## config.mk

```make
export PLATFORM = sky130hd
export DESIGN_NAME = bcd_to_bin
export DESIGN_NICKNAME = d
export VERILOG_FILES = /design/src/rtl/bcd_to_bin.sv
export SDC_FILE = /design/constraint.sdc
export NUM_CORES = 1
export LEC_CHECK = 0
export CAP_MARGIN = 40
export CELL_PAD_IN_SITES_DETAIL_PLACEMENT = 1
export CELL_PAD_IN_SITES_GLOBAL_PLACEMENT = 2
export CORE_MARGIN = 2
export CORE_UTILIZATION = 34
export DETAILED_ROUTE_END_ITERATION = 10
export HOLD_SLACK_MARGIN = 0.06
export PLACE_DENSITY = 0.75
export SETUP_SLACK_MARGIN = 0.05
export SLEW_MARGIN = 20
export SYNTH_ARGS = -nofsm -noshare
export SYNTH_HDL_FRONTEND = slang
export SYNTH_SLANG_ARGS = --single-unit
```

## constraint.sdc

```tcl
create_clock -name clk -period 3.5 [get_ports clk]
set_input_delay 0.35 -clock clk [delete_from_list [all_inputs] [get_ports clk]]
set_output_delay 0.35 -clock clk [all_outputs]
set_load 0.05 [all_outputs]
```

## src/rtl/bcd_to_bin.sv

```systemverilog
// Sequential packed-BCD to binary converter, one multiply-by-10-and-add step per digit, MSD first.
// Latency DIGITS cycles from acceptance to out_valid; DONE holds its result indefinitely while out_ready is low.
module bcd_to_bin #(
    parameter int DIGITS = 4,
    parameter int BIN_W  = 14
) (
    input  logic                  clk,
    input  logic                  rst_n,
    input  logic                  in_valid,
    output logic                  in_ready,
    input  logic [4*DIGITS-1:0]   in_bcd,
    output logic                  out_valid,
    input  logic                  out_ready,
    output logic [BIN_W-1:0]      out_bin,
    output logic                  out_err
);

    localparam int IDX_W = (DIGITS > 1) ? $clog2(DIGITS) : 1;

    typedef enum logic [1:0] {
        ST_IDLE = 2'd0,
        ST_CONV = 2'd1,
        ST_DONE = 2'd2
    } state_t;

    state_t                r_state;
    state_t                w_state_nxt;

    logic [4*DIGITS-1:0]   r_bcd;
    logic [BIN_W-1:0]      r_acc;
    logic                  r_err;
    logic [IDX_W-1:0]      r_idx;

    logic                  w_accept;
    logic                  w_last;
    logic [IDX_W+1:0]      w_base;
    logic [3:0]            w_nib;
    logic                  w_nib_bad;
    logic [BIN_W+3:0]      w_acc_ext;
    logic [BIN_W+3:0]      w_sum;

    assign w_accept  = (r_state == ST_IDLE) && in_valid;
    assign w_last    = (r_idx == '0);
    assign w_base    = {r_idx, 2'b00};
    assign w_nib     = r_bcd[w_base +: 4];
    assign w_nib_bad = (w_nib > 4'd9);

    // Widened by 4 bits so acc*10 + nib cannot wrap before the final truncation to BIN_W.
    assign w_acc_ext = {4'b0000, r_acc};
    assign w_sum     = (w_acc_ext << 3) + (w_acc_ext << 1) + {{BIN_W{1'b0}}, w_nib};

    always_ff @(posedge clk or negedge rst_n) begin
        if (!rst_n) begin
            r_state <= ST_IDLE;
        end else begin
            r_state <= w_state_nxt;
        end
    end

    always_comb begin
        w_state_nxt = r_state;
        case (r_state)
            ST_IDLE: if (in_valid)  w_state_nxt = ST_CONV;
            ST_CONV: if (w_last)    w_state_nxt = ST_DONE;
            ST_DONE: if (out_ready) w_state_nxt = ST_IDLE;
            default:                w_state_nxt = ST_IDLE;
        endcase
    end

    always_comb begin
        in_ready  = 1'b0;
        out_valid = 1'b0;
        case (r_state)
            ST_IDLE: in_ready  = 1'b1;
            ST_DONE: out_valid = 1'b1;
            default: ;
        endcase
    end

    always_ff @(posedge clk or negedge rst_n) begin
        if (!rst_n) begin
            r_bcd <= '0;
            r_acc <= '0;
            r_err <= 1'b0;
            r_idx <= '0;
        end else if (w_accept) begin
            r_bcd <= in_bcd;
            r_acc <= '0;
            r_err <= 1'b0;
            r_idx <= IDX_W'(DIGITS - 1);
        end else if (r_state == ST_CONV) begin
            r_acc <= w_sum[BIN_W-1:0];
            r_err <= r_err | w_nib_bad;
            if (!w_last) begin
                r_idx <= r_idx - IDX_W'(1);
            end
        end
    end

    assign out_bin = r_acc;
    assign out_err = r_err;

endmodule

```

==> reports/qor.yml <==
status: "finished clean"
crit_start: "r_idx[0]$_DFFE_PN0P_"
slew_violations: 0
fin_setup_tns_ps: 0
ys_ff_latch: 35
clockBufferDepth: 2
hold_class: "in -> async"
hpwl_mm: 4.09
endpoint_kind: "register"
ys.flop_type: "dfrtp_1"
cts_resized: 0
synth_compound_area_share_pct: 12.4
ff2ff_setup_slack_ps: 300
fmax_mhz: 312
r2r_start: "r_idx[0]$_DFFE_PN0P_"
grt_pass1_wl_mm: 9.04
synth_edf_count: 0
ys_seq_area_share_pct: 40.2
final_layout_size_suffix_gt1_share_pct: 15.4
critPathArrivalTime_ps: 3370
antenna_found_initial: 0
tightest_slew_ps: 737
cap_violations: 0
h-tree-depth: 2
critical-path-max-stage-delay_ps: 560
reg2reg_to: "out_bin[12]$_DFFE_PN0P_"
yosys_warnings: 0
worstSkewPairLatency_ps: 290
vias: 1696
cts_buffers: 5
slew_headroom_pct: 50.8
cts_setup_buffers: 0
rows: 29
start_kind: "register"
crit_path_end: "out_bin[12]$_DFFE_PN0P_"
path_cells: "mux4_2 -> ha_1 -> ha_1 -> fa_1 -> a21o_1 -> a221o_2 -> a311oi_2 -> xnor2_1 -> o21ai_1"
die_w_um: 84.0
synth.distinct_cells: 40
yosys.area_share.simple_pct: 13.7
initial_core_util_pct: 34.7
wl_per_cell_um: 16.4
via_per_inst: 5.35
numPortBuffers: 36
totalWireLength_mm: 5.20
synth_xor_area_share_pct: 2.82
fp.dieH_um: 84.0
cpMaxStageDelayCell: "mux4_2"
hold_buffers: 0
setup_viol: 0
syn2layout_area_growth_pct: 26.9
grt_max_degree: 22
grt_overflow: 0
syn_avg_cell_area_um2: 10.8
ant_nets: 0
rsz0062_at_grt: "no"
io_pins: 37
synth_adder_area_share_pct: 15.1
grt_use_total_pct: 16.0
hold_violations: 0
clockRootBuffer: "clkbuf_8"
core_um2: 6280
final_core_util_pct: 44.0
critPathMaxFanout: 7
synth_cells: 201
synthMuxAreaShare_pct: 12.4
die-area_um2: 7060
crit_path_frequent_cell: "ha_1"
crit_type: "reg -> reg"
clock_sinks: 35
drt_iter0_markers: 59
synth_top_family_by_area: "adder cells"
skew_ps: 6.03
clkTransAtPathRegs_ps: 80
drc: 0
syn-cell-area_um2: 2180
drt_first_pass_iters: 4
cp.required_ps: 3670
synthArstFlopShare_pct: 100
fin_crit_ps: 3200
fin_crit_sh_pct: 91.5
r2r_cells: 9
synth_nets: 246
routabilityCongestion: 0.792
grt_pass1_vias: 1849
nets: 284
antenna_cells: 0
cts_tree: "yes"
-- sequential cells by signal, summed over array words and instances, names as in the netlist --
name / cells
r_idx: 2
out_bin: 14
r_state: 2
r_bcd: 16
out_err: 1
-- routing by layer --
metal  share of wire [%]  global-route usage (%)
met1                  44                    20.2
met2                  52                    28.4
met3                 3.5                    2.57
met4                 1.1                    4.40
met5                   0                       0
-- cells by family (layout without fill, tap and decap cells) --
family                     Yosys count  in the layout
buffers and inverters               20             59
AOI/OAI and AO/OA                   39             39
muxes                               20             20
adders and majority gates           25             25
xor gates and xnor gates             7              7
and+or+nand+nor                     55             55
DFF                                 35             35
-- synth_stat cells, types with 2 or more instances --
cell | number | area, µm²
fa_1 | 2 | 40.0
mux2_2 | 16 | 180
nor2_1 | 4 | 15.0
nand3_1 | 17 | 85.1
clkbuf_1 | 10 | 37.5
nand2_1 | 14 | 52.6
nor3_1 | 2 | 10.0
and3_1 | 3 | 18.8
o211ai_1 | 3 | 22.5
a21oi_1 | 6 | 30.0
nor3b_1 | 3 | 22.5
o21a_1 | 2 | 15.0
inv_1 | 10 | 37.5
dfrtp_1 | 35 | 876
a21o_1 | 4 | 30.0
xnor2_1 | 4 | 35.0
nor2b_1 | 2 | 12.5
o21ai_0 | 11 | 55.1
mux4_2 | 4 | 90.1
nand2b_1 | 2 | 12.5
xor2_1 | 3 | 26.3
o31ai_1 | 2 | 15.0
nor4b_1 | 2 | 17.5
a311oi_1 | 2 | 17.5
ha_1 | 23 | 288
-- cell type report --
class | count | area, µm²
clock inverter | 2 | 38.8
fill | 714 | 3510
inverter | 10 | 37.5
sequential | 35 | 876
tap | 77 | 96.3
timing repair buffer | 41 | 405
clock buffer | 6 | 82.6
multi-input combinational | 146 | 1230
-- cell usage in the layout (no fill, tap or decap), drive strengths merged, types with 3 or more instances in the layout --
master          n
inv            11
a21oi           6
clkdlybuf4s50  36
o211ai          3
nor3b           3
xnor2           4
ha             23
nor2            4
clkbuf          6
xor2            3
nand3          17
buf             5
and3            3
nand2          14
o21ai          12
a311oi          3
a21o            4
mux2           16
dfrtp          35
mux4            4
-- worst max-delay path, delay by kind of cell, from the launching register on --
kind | cells | cell delay [ps]
DFF | 1 | 530
muxes | 1 | 560
adders and majority gates | 3 | 930
xor gates and xnor gates | 1 | 140
AOI/OAI and AO/OA | 4 | 930
-- through the flow --
stage          instances  setup slack, ps  instance area, µm²  hold WS (ps)
4_1_cts              317              267                2760           469
3_5_place_dp         309              279                2640           489
6_report             317              296                2760           464
5_1_grt              317              119                2760           491
2_1_floorplan        201              321                2180          54.4
3_3_place_gp         308              327                2630           487
-- worst min-delay path by stage --
| stage | start | to | slack (ps) |
|---|---|---|---|
| 2_1_floorplan | rst_n | out_bin[0]$_DFFE_PN0P_ | 50 |
| 3_3_place_gp | r_bcd[5]$_DFFE_PN0P_ | r_bcd[5]$_DFFE_PN0P_ | 490 |
| 3_5_place_dp | r_bcd[9]$_DFFE_PN0P_ | r_bcd[9]$_DFFE_PN0P_ | 490 |
| 4_1_cts | rst_n | r_bcd[4]$_DFFE_PN0P_ | 470 |
| 5_1_grt | rst_n | out_err$_DFFE_PN0P_ | 490 |
| 6_report | rst_n | out_bin[0]$_DFFE_PN0P_ | 460 |
Power is left out: the tool's default activity adds up to more than one toggle a clock period on the data nets, which glitch-free logic cannot reach.
